<file path="src/rtl/minrv32_uart_pkg.sv">
// minrv32 console UART transmitter: shared register map, status bit layout
// and transmitter FSM state encoding.
package minrv32_uart_pkg;

  // Register offsets within the 8-byte window
  localparam logic [2:0] TXDATA_OFS = 3'd0;
  localparam logic [2:0] STATUS_OFS = 3'd4;

  // STATUS register bit positions
  localparam int unsigned FULL_BIT   = 0;
  localparam int unsigned EMPTY_BIT  = 1;
  localparam int unsigned BUSY_BIT   = 2;
  localparam int unsigned PARITY_BIT = 3;
  localparam int unsigned COUNT_LSB  = 8;

  // Serializer states; PARITY is only entered when the parity option is built in
  typedef enum logic [2:0] {
    IDLE,
    START,
    DATA,
    PARITY,
    STOP
  } tx_state_e;

endpackage

</file>
<file path="src/rtl/minrv32_sync_fifo.sv">
// Single-clock FIFO with registered occupancy count. Push is ignored when
// full and pop is ignored when empty; full/empty derive from the count
// register, so both reflect the state before the current edge.
module minrv32_sync_fifo #(
  parameter int unsigned WIDTH = 8,
  parameter int unsigned DEPTH = 8
) (
  input  logic                     clk,
  input  logic                     resetn,
  input  logic                     push,
  input  logic [WIDTH-1:0]         wdata,
  input  logic                     pop,
  output logic [WIDTH-1:0]         rdata,
  output logic                     full,
  output logic                     empty,
  output logic [$clog2(DEPTH):0]   count
);

  localparam int unsigned AW = $clog2(DEPTH);

  logic [AW-1:0]    wr_ptr;
  logic [AW-1:0]    rd_ptr;
  logic [AW:0]      count_q;
  logic [WIDTH-1:0] mem [DEPTH];
  logic             do_push;
  logic             do_pop;

  assign full    = (count_q == (AW+1)'(DEPTH));
  assign empty   = (count_q == '0);
  assign count   = count_q;
  assign do_push = push && !full;
  assign do_pop  = pop && !empty;
  assign rdata   = mem[rd_ptr];

  // Pointer and occupancy bookkeeping; pointers wrap naturally at DEPTH
  always_ff @(posedge clk or negedge resetn) begin
    if (!resetn) begin
      wr_ptr  <= '0;
      rd_ptr  <= '0;
      count_q <= '0;
    end else begin
      if (do_push) wr_ptr <= wr_ptr + 1'b1;
      if (do_pop)  rd_ptr <= rd_ptr + 1'b1;
      case ({do_push, do_pop})
        2'b10:   count_q <= count_q + 1'b1;
        2'b01:   count_q <= count_q - 1'b1;
        default: count_q <= count_q;
      endcase
    end
  end

  // Storage array; contents need no reset since count gates visibility
  always_ff @(posedge clk) begin
    if (do_push) mem[wr_ptr] <= wdata;
  end

endmodule

</file>
<file path="src/rtl/minrv32_uart_tx.sv">
// Memory-mapped 8N1 console transmitter for the minrv32 data bus.
// TXDATA (offset 0) queues a byte, STATUS (offset 4) reports FIFO/FSM state.
// Optional macro UART_TX_PARITY_EN adds an even-parity bit between DATA and STOP.
module minrv32_uart_tx
  import minrv32_uart_pkg::*;
#(
  parameter logic [31:0] BASE_ADDR    = 32'h1000_0000,
  parameter int unsigned CLKS_PER_BIT = 16,
  parameter int unsigned FIFO_DEPTH   = 8
) (
  input  logic        clk,
  input  logic        resetn,
  input  logic        mem_valid,
  input  logic [31:0] mem_addr,
  input  logic [31:0] mem_wdata,
  input  logic [3:0]  mem_wstrb,
  input  logic [3:0]  mem_rmask,
  output logic        mem_ready,
  output logic [31:0] mem_rdata,
  output logic        tx,
  output logic        irq
);

  localparam int unsigned CW          = $clog2(FIFO_DEPTH) + 1;
  localparam logic [15:0] BAUD_RELOAD = 16'(CLKS_PER_BIT - 1);
`ifdef UART_TX_PARITY_EN
  localparam logic        PARITY_EN   = 1'b1;
`else
  localparam logic        PARITY_EN   = 1'b0;
`endif

  logic            sel;
  logic            is_write;
  logic            is_read;
  logic            at_txdata;
  logic            at_status;
  logic            push_req;
  logic            fifo_push;
  logic            fifo_pop;
  logic            fifo_full;
  logic            fifo_empty;
  logic [7:0]      fifo_rdata;
  logic [CW-1:0]   fifo_count;
  logic [31:0]     status;

  tx_state_e       state_q;
  tx_state_e       state_d;
  logic [15:0]     baud_q;
  logic [2:0]      bit_idx_q;
  logic [7:0]      shreg_q;
  logic            baud_tick;
  logic            tx_d;
  logic            tx_q;
  logic            irq_q;
  logic            unused_wdata;

  assign unused_wdata = ^mem_wdata[31:8];

  // Bus decode
  assign sel       = mem_valid && (mem_addr[31:3] == BASE_ADDR[31:3]);
  assign is_write  = |mem_wstrb;
  assign is_read   = |mem_rmask;
  assign at_txdata = (mem_addr[2:0] == TXDATA_OFS);
  assign at_status = (mem_addr[2:0] == STATUS_OFS);
  assign push_req  = sel && is_write && at_txdata && mem_wstrb[0];

  // A TXDATA push holds the bus while full; everything else completes at once
  assign mem_ready = sel && !(push_req && fifo_full);
  assign fifo_push = push_req && !fifo_full;

  minrv32_sync_fifo #(
    .WIDTH (8),
    .DEPTH (FIFO_DEPTH)
  ) u_fifo (
    .clk    (clk),
    .resetn (resetn),
    .push   (fifo_push),
    .wdata  (mem_wdata[7:0]),
    .pop    (fifo_pop),
    .rdata  (fifo_rdata),
    .full   (fifo_full),
    .empty  (fifo_empty),
    .count  (fifo_count)
  );

  // STATUS register image
  always_comb begin
    status                   = '0;
    status[FULL_BIT]         = fifo_full;
    status[EMPTY_BIT]        = fifo_empty;
    status[BUSY_BIT]         = (state_q != IDLE);
    status[PARITY_BIT]       = PARITY_EN;
    status[COUNT_LSB +: 8]   = 8'(fifo_count);
  end

  // Read data mux: only STATUS reads return non-zero data
  always_comb begin
    mem_rdata = '0;
    if (sel && is_read && !is_write && at_status) mem_rdata = status;
  end

  assign baud_tick = (baud_q == '0);

  // FSM state register
  always_ff @(posedge clk or negedge resetn) begin
    if (!resetn) state_q <= IDLE;
    else         state_q <= state_d;
  end

  // FSM next state and FIFO pop request
  always_comb begin
    state_d  = state_q;
    fifo_pop = 1'b0;
    case (state_q)
      IDLE: begin
        if (!fifo_empty) begin
          fifo_pop = 1'b1;
          state_d  = START;
        end
      end
      START: begin
        if (baud_tick) state_d = DATA;
      end
      DATA: begin
        if (baud_tick && (bit_idx_q == 3'd7)) begin
`ifdef UART_TX_PARITY_EN
          state_d = PARITY;
`else
          state_d = STOP;
`endif
        end
      end
      PARITY: begin
        if (baud_tick) state_d = STOP;
      end
      STOP: begin
        if (baud_tick) begin
          if (!fifo_empty) begin
            fifo_pop = 1'b1;
            state_d  = START;
          end else begin
            state_d  = IDLE;
          end
        end
      end
      default: state_d = IDLE;
    endcase
  end

  // FSM output: serial line level for the current state
  always_comb begin
    tx_d = 1'b1;
    case (state_q)
      IDLE:    tx_d = 1'b1;
      START:   tx_d = 1'b0;
      DATA:    tx_d = shreg_q[bit_idx_q];
      PARITY:  tx_d = ^shreg_q;
      STOP:    tx_d = 1'b1;
      default: tx_d = 1'b1;
    endcase
  end

  // Baud counter, bit index and shift register; a pop reloads all three
  always_ff @(posedge clk or negedge resetn) begin
    if (!resetn) begin
      baud_q    <= '0;
      bit_idx_q <= '0;
      shreg_q   <= '0;
    end else if (fifo_pop) begin
      baud_q    <= BAUD_RELOAD;
      bit_idx_q <= '0;
      shreg_q   <= fifo_rdata;
    end else if (state_q != IDLE) begin
      if (baud_tick) begin
        baud_q <= BAUD_RELOAD;
        if (state_q == DATA) bit_idx_q <= bit_idx_q + 1'b1;
      end else begin
        baud_q <= baud_q - 1'b1;
      end
    end
  end

  // Registered line driver and drained interrupt
  always_ff @(posedge clk or negedge resetn) begin
    if (!resetn) begin
      tx_q  <= 1'b1;
      irq_q <= 1'b1;
    end else begin
      tx_q  <= tx_d;
      irq_q <= fifo_empty && (state_q == IDLE);
    end
  end

  assign tx  = tx_q;
  assign irq = irq_q;

endmodule
</file>
<file path="config.mk">
export PLATFORM = sky130hd
export DESIGN_NAME = minrv32_uart_tx
export DESIGN_NICKNAME = d
export VERILOG_FILES = /design/src/rtl/minrv32_uart_pkg.sv /design/src/rtl/minrv32_sync_fifo.sv /design/src/rtl/minrv32_uart_tx.sv
export SDC_FILE = /design/constraint.sdc
export NUM_CORES = 1
export LEC_CHECK = 0
export CELL_PAD_IN_SITES_DETAIL_PLACEMENT = 0
export CELL_PAD_IN_SITES_GLOBAL_PLACEMENT = 1
export CORE_MARGIN = 2
export CORE_UTILIZATION = 38
export CTS_CLUSTER_SIZE = 28
export DETAILED_ROUTE_END_ITERATION = 10
export DONT_BUFFER_PORTS = 1
export PLACE_DENSITY_LB_ADDON = 0.25
export SLEW_MARGIN = 0
export SYNTH_ARGS = -nofsm -noshare
export SYNTH_HDL_FRONTEND = slang
export SYNTH_SLANG_ARGS = --single-unit
</file>
<file path="constraint.sdc">
create_clock -name clk -period 7.05 [get_ports clk]
set_input_delay 0.3525 -clock clk [delete_from_list [all_inputs] [get_ports clk]]
set_output_delay 0.3525 -clock clk [all_outputs]
set_load 0.02 [all_outputs]
</file>
# Yosys cells after proc, flatten, opt, wreduce, memory -nomap -nowiden
# Memory sizes are Yosys's and may differ from the RTL's. A register that Yosys moved wholly into a read port is not among the register bits.
# Cells that the tools add are included.
# word_totals
wordCells	88
regBits	34
input_bits	75
output_inout_bits	35
mem_count	1
ramBits	64
# classes
eq_ne	15
mux	24
magnitude_cmp	1
n_reduce_logical	33
addsub	6
# mem_list
name	words	word_bits	rd	rd_ports_with_merged_regs	write_ports	line_no	text
u_fifo.mem	8	8	1	1	1	minrv32_sync_fifo.sv:24	logic [WIDTH-1:0] mem [DEPTH];
# op_table
op	n
two-way mux 16 bit	3
== test 29 x 26 -> 1 bit, second input constant	1
two-way mux 3 bit	9
zero test 16 bit	1
subtractor 16 x 1 -> 16 bit, second input constant	1
case mux 3 bit (5 select lines)	1
logical AND 1 bit	14
two-way mux 12 bit	1
!= test 2 bit, second input constant	5
adder 3 x 1 -> 3 bit, second input constant	3
== test 3 bit, second input constant	3
case mux 4 bit (2 select lines)	1
nonzero test 2 bit	4
OR reduction 4 bit	2
XOR reduction 8 bit	1
== test 3 x 2 -> 1 bit, second input constant	2
zero test 3 bit	2
two-way mux 1 bit	6
zero test 1 bit	5
AND reduction 5 bit	1
adder 4 x 1 -> 4 bit, second input constant	1
== test 4 bit, second input constant	1
zero test 4 bit	1
less-than comparator 3 x 4 -> 1 bit, second input constant	1
other kinds (9)	9

# Depth between registers and ports, before layout
# Gate-level depths: netlist of the first run.
# depth
ltp_word	9
depth_mapped	14
mapped_depth_nobuf	13

# Hierarchy
# From an unflattened synthesis of the first run, not the netlist that was laid out.
# hier_totals
hier_cells	415
area_unflattened_um2	5459.0
# modules_own_cells
module	cells_per_inst	n_inst	area_each_um2	seq_area_each_um2
minrv32_sync_fifo	160	1	3134.3	2172.1
minrv32_uart_tx	255	1	2324.7	803.3

# Worst setup path before layout of the first run
# Ideal clock, no wire load.
# synth_timing
kind	register to register
startpoint	reg u_fifo.count_q[2], in the netlist u_fifo.count[2]
endpoint	reg u_fifo.count_q[2], in the netlist u_fifo.count[2]
setup_time_ns	0.125
path_buffers	3
synth_period_minus_slack_ns	2.670
setup_slack_ns	4.380
arrival_ns	2.545
t_required_ns	6.925
path_stages_with_launch	15
cell_sequence	dfrtp_1 -> buf_6 -> or4_4 -> buf_6 -> nand2_4 -> a21o_2 -> buf_6 -> inv_1 -> ha_1 -> xor2_1 -> ha_1 -> a21oi_1 -> xor2_1 -> nor2_1 -> xor2_1
# synth_via
elab_chain_cells	7
word_cells_on_any_way	16
classes_between	2 x add/sub; 3 x eq/ne; 4 x mux; 7 x reduce/logical
# synth_lines
item	line_no	text
from (decl)	minrv32_sync_fifo.sv:23	logic [AW:0] count_q;
from (signal assigned)	minrv32_sync_fifo.sv:45	2'b10: count_q <= count_q + 1'b1;
from (signal assigned)	minrv32_sync_fifo.sv:46	2'b01: count_q <= count_q - 1'b1;
from (signal assigned)	minrv32_sync_fifo.sv:47	default: count_q <= count_q;
zero test 4 bit *	minrv32_sync_fifo.sv:29	assign empty = (count_q == '0);
two-way mux 1 bit	minrv32_uart_tx.sv:116, minrv32_uart_tx.sv:138	
two-way mux 1 bit	minrv32_uart_tx.sv:137	if (baud_tick) begin
case mux 1 bit (2 select lines)	minrv32_uart_tx.sv:114	case (state_q)
logical AND 1 bit *	minrv32_sync_fifo.sv:32	assign do_pop = pop && !empty;
via u_fifo.do_pop	minrv32_sync_fifo.sv:26	logic do_pop;
== test 2 x 1 -> 1 bit / == test 2 bit (equally long branches)	minrv32_sync_fifo.sv:44	case ({do_push, do_pop})
case mux 4 bit (2 select lines) / nonzero test 2 bit (equally long branches)	--	
# Mark *: on every way through the listed nets, which the timed path passes. The rest lies on a longest branch.
# A chain may end at the register's enable or synchronous reset.

# Worst setup path in the final report of the first run
# layout_timing
startpoint	reg baud_q[0]
endpoint	reg u_fifo.count_q[2], in the netlist u_fifo.count[2]
# layout_via
elab_chain_cells	6
word_cells_on_any_way	8
classes_between	2 x eq/ne; 3 x mux; 3 x reduce/logical
# layout_lines
item	line_no	text
from (decl)	minrv32_uart_tx.sv:48	logic [15:0] baud_q;
from (signal assigned)	minrv32_uart_tx.sv:178	baud_q <= baud_q - 1'b1;
zero test 16 bit *	minrv32_uart_tx.sv:102	assign baud_tick = (baud_q == '0);
two-way mux 1 bit *	minrv32_uart_tx.sv:137	
case mux 1 bit (2 select lines) *	minrv32_uart_tx.sv:114	
logical AND 1 bit *	minrv32_sync_fifo.sv:32	
via u_fifo.do_pop	minrv32_sync_fifo.sv:26	
== test 2 x 1 -> 1 bit / == test 2 bit (equally long branches)	minrv32_sync_fifo.sv:44	
case mux 4 bit (2 select lines) / nonzero test 2 bit (equally long branches)	--	
# Marked as above.

==> qor.csv, run 1 <==
stage,metric,value,unit
run_status,status,"finished, final reports clean",
synthesis,Synth cell types,65,
routing,Top Metal Used,met4,
critical_path,WP data required,7280,ps
routing,met1 WL,4080,um
clock_network,CTS tree,done,
clock_network,post-CTS setup buffer count,0,
timing,period utilisation layout,0.466,
grt,largest net degree at the start of global routing,43,
timing,worst slew pin tran,970,ps
grt,Overall Global Routing Usage,0.133,
floorplan,Die Area,14700,sq um
critical_path,"Arr. time, crit path",3520,ps
critical_path,Critical Path Fanout Max,11,
pwr,PwrDens,234,nW/um^2
floorplan,Die Height,121,um
grt,total grt overflow,0,
timing,PnR worst setup slack,3760,ps
clock_network,Resized cells post-CTS,0,
floorplan,IO Pins,110,
critical_path,CP Class,reg -> reg,
synthesis,main flop type after synthesis,edfxtp_1,
grt,initial antenna violation count,0,
hold_path,Hold WC Path Type,in -> reg,
timing,Slew headroom,0.349,
critical_path,CP Launch Type,flop,
synthesis,Mapped Cells,357,
grt,number of global-route vias before repair,2819,
placement,dpl cells,516,
placement,Placer Congestion,0.747,
synthesis,post-synthesis register bit count,106,
clock_network,CTS Buf Count,9,
clock_network,CTS Buffer Depth,2,
timing,setup TNS,0,ps
placement,Final HPWL DP,5990,um
timing,final hold violations,0,
floorplan,Cell Rows,42,
placement,setup slack at placement,3760,ps
routing,Avg Vias per Cell,5.32,
routing,Routed WL per cell,16.9,um
clock_network,clk_lat worst skew,350,ps
routing,met2 wire len,4400,um
clock_network,# hold bufs at CTS,2,
floorplan,DIE WIDTH,121,um
floorplan,core area,13300,sq um
timing,# setup viols final,0,
synthesis,Syn Area/Cell,14.6,sq um
synthesis,Synth async-reset ratio,0.396,
synthesis,Mapped Area,5210,sq um
final_layout,Layout Cells excl Fill,533,
final_layout,Layout fillers,1220,
synthesis,top cell type's share of synthesized area,0.369,
critical_path,crit end category,flop,
routing,drc violations,0,
timing,Period minus WS final,3290,ps
synthesis,Ys Warns,0,
routing,total iterations of the first detailed-routing run,4,
final_layout,"commonest non-fill, non-tap cell in the layout",edfxtp_1,
final_layout,n_diodes,0,
pwr,leakage dissipation,0.00212,uW
run,max cap viols,0,
synthesis,cell taking the most area after synthesis,edfxtp_1,
final_layout,synthesis-to-finish area growth,6.38,%
clock_network,Clock Sinks,106,
final_layout,most frequent cells in the layout,"edfxtp_1, dfrtp_1, conb_1",
final_layout,share of cells above drive strength 1,0.140,
routing,total wire length,9020,um
synthesis,Synth area leaders,"edfxtp_1, dfrtp_1, mux4_1",
grt,first-pass GRT wire length,14700,um
timing,Final Max Tran Viols,0,
clock_network,clk root buf,clkbuf_16,
timing,Fmax,304,MHz
routing,vias,2838,
clock_network,"CTS clk-pin slew, worst paths",70,ps
clock_network,H-tree depth,3,
final_layout,Nets,436,
synthesis,Post-synth EDFFs,64,
pwr,Peak VDD IR,0.000163,V
synthesis,sequential-to-total area share from yosys stat,0.571,
timing,RSZ-0062 raised after global routing,no,
routing,number of antenna-violating nets in the routed design,0,
floorplan,initial core utilization,0.392,
routing,WL met3,375,um
timing,Worst Skew,6.02,ps
placement,IO Port Bufs,0,
routing,initial DRC count,209,
## sequential cells by signal (all words and copies together) (netlist names)
signal and cells:
baud_q 16, u_fifo.count 4, bit_idx_q 3, irq 1, u_fifo.rd_ptr 3, shreg_q 8, tx 1, u_fifo.mem 64
u_fifo.wr_ptr 3, state_q 3
## cells in the mapped netlist, types with 2 or more instances
cell and n:
or3_1 5, nand3_1 4, a2111oi_0 2, o211ai_1 3
nor4b_1 4, mux4_2 2, buf_4 25, o21ai_1 4
xor2_1 7, inv_1 6, buf_2 8, mux2_4 8
nand3b_1 3, or4b_1 2, nor2_1 12, ha_1 8
and2_1 6, dfstp_2 2, edfxtp_1 64, a22o_1 3
mux2_2 12, mux2i_1 2, a21oi_1 14, a211oi_1 2
mux4_1 15, o21ai_0 3, clkbuf_1 2, o31ai_1 5
nor3_1 8, nand2b_1 4, nand4_1 3, and4_1 2
buf_6 5, xnor2_1 13, or4_1 5, nand2_1 4
nor4_1 11, and4b_1 3, dfrtp_1 40
## final cells by class
| type | count | area (sq um) | share of cell area |
|---|---|---|---|
| flip-flops and latches | 106 | 2980 | 0.536 |
| multi-input cells | 227 | 1990 | 0.359 |
| clock buffers | 10 | 229 | 0.0413 |
| well taps | 176 | 220 | 0.0397 |
| clock inverters | 5 | 63.8 | 0.0115 |
| repair buffers | 3 | 45.0 | 0.00812 |
| inverters | 6 | 22.5 | 0.00406 |
## through the flow
stage	utilization	cell area (sq um)	power, uW	hold WS, ps
2_1_floorplan	-	5300	805	56.9
3_3_place_gp	0.392	5220	807	57.8
3_5_place_dp	0.392	5220	809	57.8
4_1_cts	0.417	5550	1310	82.9
5_1_grt	0.417	5550	1340	80.2
6_report	0.417	5550	1300	95.9
## routing by layer
metal,GRT usage,vias to the layer above
li1,-,1337
met1,0.170,1416
met3,0.0305,12
met2,0.218,73
met5,0,-
met4,0.0575,0
## cell families after synthesis
| family | after synthesis | share of synthesized area |
|---|---|---|
| compound gates | 46 | 0.0595 |
| flops | 106 | 0.571 |
| mux | 39 | 0.137 |
| other cells | 1 | 0.000719 |
| buf+inv | 48 | 0.0648 |
| fa+ha+maj | 8 | 0.0192 |
| xor+xnor | 20 | 0.0336 |
| simple gates | 89 | 0.114 |
## final timing paths
kind | from | endpoint | slack [ps] | cells past startpoint
worst min-delay path | mem_wdata[1] | u_fifo.mem[6][1] | 100 | 0
max in group asynchronous | resetn | irq | 6280 | 2
worst min register to register | baud_q[15] | baud_q[15] | 560 | 2
min in group asynchronous | resetn | u_fifo.count[1] | 500 | 2
worst max register to register | baud_q[0] | u_fifo.count[2] | 3760 | 13
worst max-delay path | baud_q[0] | u_fifo.count[2] | 3760 | 13
## power by group
part | leakage (uW) | internal (uW) | switching (uW)
sequential | 0.00116 | 677 | 20.1
clock | 0.000139 | 276 | 220
combinational | 0.000830 | 61.2 | 43.9
total | 0.00212 | 1010 | 284
## worst max-delay path: stages (launching register included)
cell and delay (ps):
dfrtp_1 400, inv_1 100, ha_1 210, nor4b_2 330
nand4_1 450, a21o_2 500, inv_1 130, ha_1 250
xor2_1 100, ha_1 190, a21oi_1 140, xor2_1 160
nor2_1 70, xor2_1 130
Power figures use the tool's default switching activity.
==> run 2, diff against run 1 <==
Clock period 7.05 ns to 3.4 ns, I/O delays scaled along.
==> run 2 against run 1 <==
Against the previous run:
- die area stayed put
- worst setup slack lost 3300 ps
- sequential share of layout area shrank 1.2 points
- critical endpoint unchanged
- fmax rose by 11%
- register-to-register slack got worse by 3300 ps
- cell count rose by 3.0%
==> qor.csv, run 2 (synthesis results as in run 1) <==
stage,metric,value,unit
grt,number of global-route vias before repair,2847,
final_layout,most frequent cells in the layout,"edfxtp_1, dfrtp_1, conb_1",
floorplan,Die Height,121,um
clock_network,clk root buf,clkbuf_16,
critical_path,CP Class,reg -> reg,
pwr,Clk pwr share,0.378,
critical_path,Critical Path Fanout Max,11,
clock_network,Clock Sinks,106,
final_layout,Nets,451,
grt,largest net degree at the start of global routing,43,
timing,Period minus WS final,2970,ps
run,max cap viols,0,
floorplan,initial core utilization,0.392,
placement,IO Port Bufs,0,
grt,total grt overflow,0,
floorplan,IO Pins,110,
timing,final hold violations,0,
grt,Overall Global Routing Usage,0.136,
clock_network,CTS Buf Count,9,
hold_path,Hold Path Depth,4,
timing,setup TNS,0,ps
clock_network,post-CTS setup buffer count,0,
pwr,Peak VDD IR,0.000321,V
final_layout,max reg flops,64,
final_layout,Layout fillers,1208,
clock_network,CTS Buffer Depth,2,
critical_path,CP Launch Type,flop,
clock_network,H-tree depth,3,
final_layout,final core utilization,0.427,
timing,RSZ-0062 raised after global routing,no,
final_layout,Largest Register,u_fifo.mem,
pwr,NetSw,639,uW
timing,Worst Skew,8.76,ps
routing,vias,2903,
routing,total wire length,9250,um
pwr,sequential power share,0.536,
critical_path,crit end category,flop,
critical_path,Crit path max-delay family,adder cells,
routing,number of antenna-violating nets in the routed design,0,
final_layout,final instance area,5680,sq um
pwr,Int Power,2050,uW
pwr,leakage dissipation,0.00220,uW
hold_path,Hold WC Path Type,in -> reg,
critical_path,Crit path buffers/inverters,2,
final_layout,share of cells above drive strength 1,0.155,
routing,drc violations,0,
critical_path,CP Depth,13,
final_layout,synthesis-to-finish area growth,8.88,%
placement,Placer Congestion,0.718,
floorplan,DIE WIDTH,121,um
grt,initial antenna violation count,0,
floorplan,Die Area,14700,sq um
critical_path,"Arr. time, crit path",3200,ps
pwr,Logic pwr share,0.086,
floorplan,core area,13300,sq um
final_layout,"commonest non-fill, non-tap cell in the layout",edfxtp_1,
critical_path,crit path cell chain,inv_1 > ha_1 > nor4b_2 > nand4_1 > a21o_2 > inv_1 > ha_1 > xor2_1 > ha_1 > a21oi_1 > xor2_1 > nor2_1 > xor2_1,
timing,Slew headroom,0.424,
pwr,Net Sw Frac,0.237,
timing,period utilisation layout,0.873,
grt,first-pass GRT wire length,15100,um
routing,Avg Vias per Cell,5.29,
timing,Fmax,337,MHz
pwr,PwrDens,474,nW/um^2
placement,Final HPWL DP,6160,um
critical_path,R2R depth,13,
placement,placed cell area,5270,sq um
critical_path,WP data required,3630,ps
clock_network,Resized cells post-CTS,0,
critical_path,CP max-delay cell,dfrtp_1,
pwr,total chip power,2690,uW
clock_network,# hold bufs at CTS,10,
timing,# setup viols final,0,
clock_network,CTS tree,done,
clock_network,"CTS clk-pin slew, worst paths",70,ps
clock_network,clk_lat worst skew,350,ps
floorplan,Cell Rows,42,
final_layout,top flop regs,"u_fifo.mem (64), baud_q (16), shreg_q (8)",
final_layout,n_diodes,0,
timing,worst slew pin tran,857,ps
timing,Final Max Tran Viols,0,
routing,Routed WL per cell,16.8,um
critical_path,Slowest Stage Delay on Critical Path,400,ps
run_status,status,"finished, final reports clean",
routing,initial DRC count,156,
routing,total iterations of the first detailed-routing run,4,
run 2: cell count changes in the layout (fill, tap and decap cells not counted), sizes merged:
| cell | before | now |
|---|---|---|
| bufinv | 1 | 0 |
| buf | 2 | 9 |
| clkinv | 2 | 1 |
| dlygate4sd3 | 1 | 9 |
| inv | 7 | 11 |
| clkbuf | 10 | 9 |
run 2: per-stage QoR:
stage / setup WS, ps / hold WS, ps / std cells
final: 433 / 159 / 549
after global routing: 165 / 227 / 549
after CTS: 432 / 141 / 549
after detailed placement: 449 / -124 / 523
after global placement: 501 / -125 / 523
after floorplan: 730 / -126 / 381
run 2: layout make-up:
cell class	count	area [sq um]	share of cell area
flip-flops and latches	106	2980	0.524
clock buffers	9	225	0.0397
well taps	176	220	0.0388
inverters	6	22.5	0.00397
repair buffers	18	178	0.0313
multi-input cells	227	1990	0.351
clock inverters	7	65.1	0.0115
run 2: final timing paths:
kind / start / endpoint / slack, ps
max: baud_q[0] / u_fifo.count[2] / 430
min: mem_addr[2] / u_fifo.wr_ptr[2] / 160
min reg2reg: baud_q[15] / baud_q[15] / 560
max in group asynchronous: resetn / irq / 2800
max reg2reg: baud_q[0] / u_fifo.count[2] / 430
min in group asynchronous: resetn / baud_q[7] / 330
run 2: worst min-delay path, stage by stage:
cell and delay (ps):
nor4b_1 50, nand3_1 80, nor3_1 50, xor2_1 110
run 2: power by group through the flow:
| stage | registers [uW] | logic (uW) | clock network, uW |
|---|---|---|---|
| floorplan | 1460 | 213 | 0 |
| global placement | 1470 | 203 | 0 |
| detailed placement | 1470 | 203 | 0 |
| CTS | 1440 | 234 | 1050 |
| global route | 1450 | 252 | 1110 |
| finish | 1440 | 232 | 1020 |
run 2: layer usage:
| layer | up-vias | track usage | share of wire |
|---|---|---|---|
| li1 | 1376 | - | - |
| met1 | 1454 | 0.183 | 0.46 |
| met2 | 62 | 0.213 | 0.48 |
| met3 | 11 | 0.0324 | 0.038 |
| met4 | 0 | 0.0524 | 0.014 |
| met5 | - | 0 | 0 |
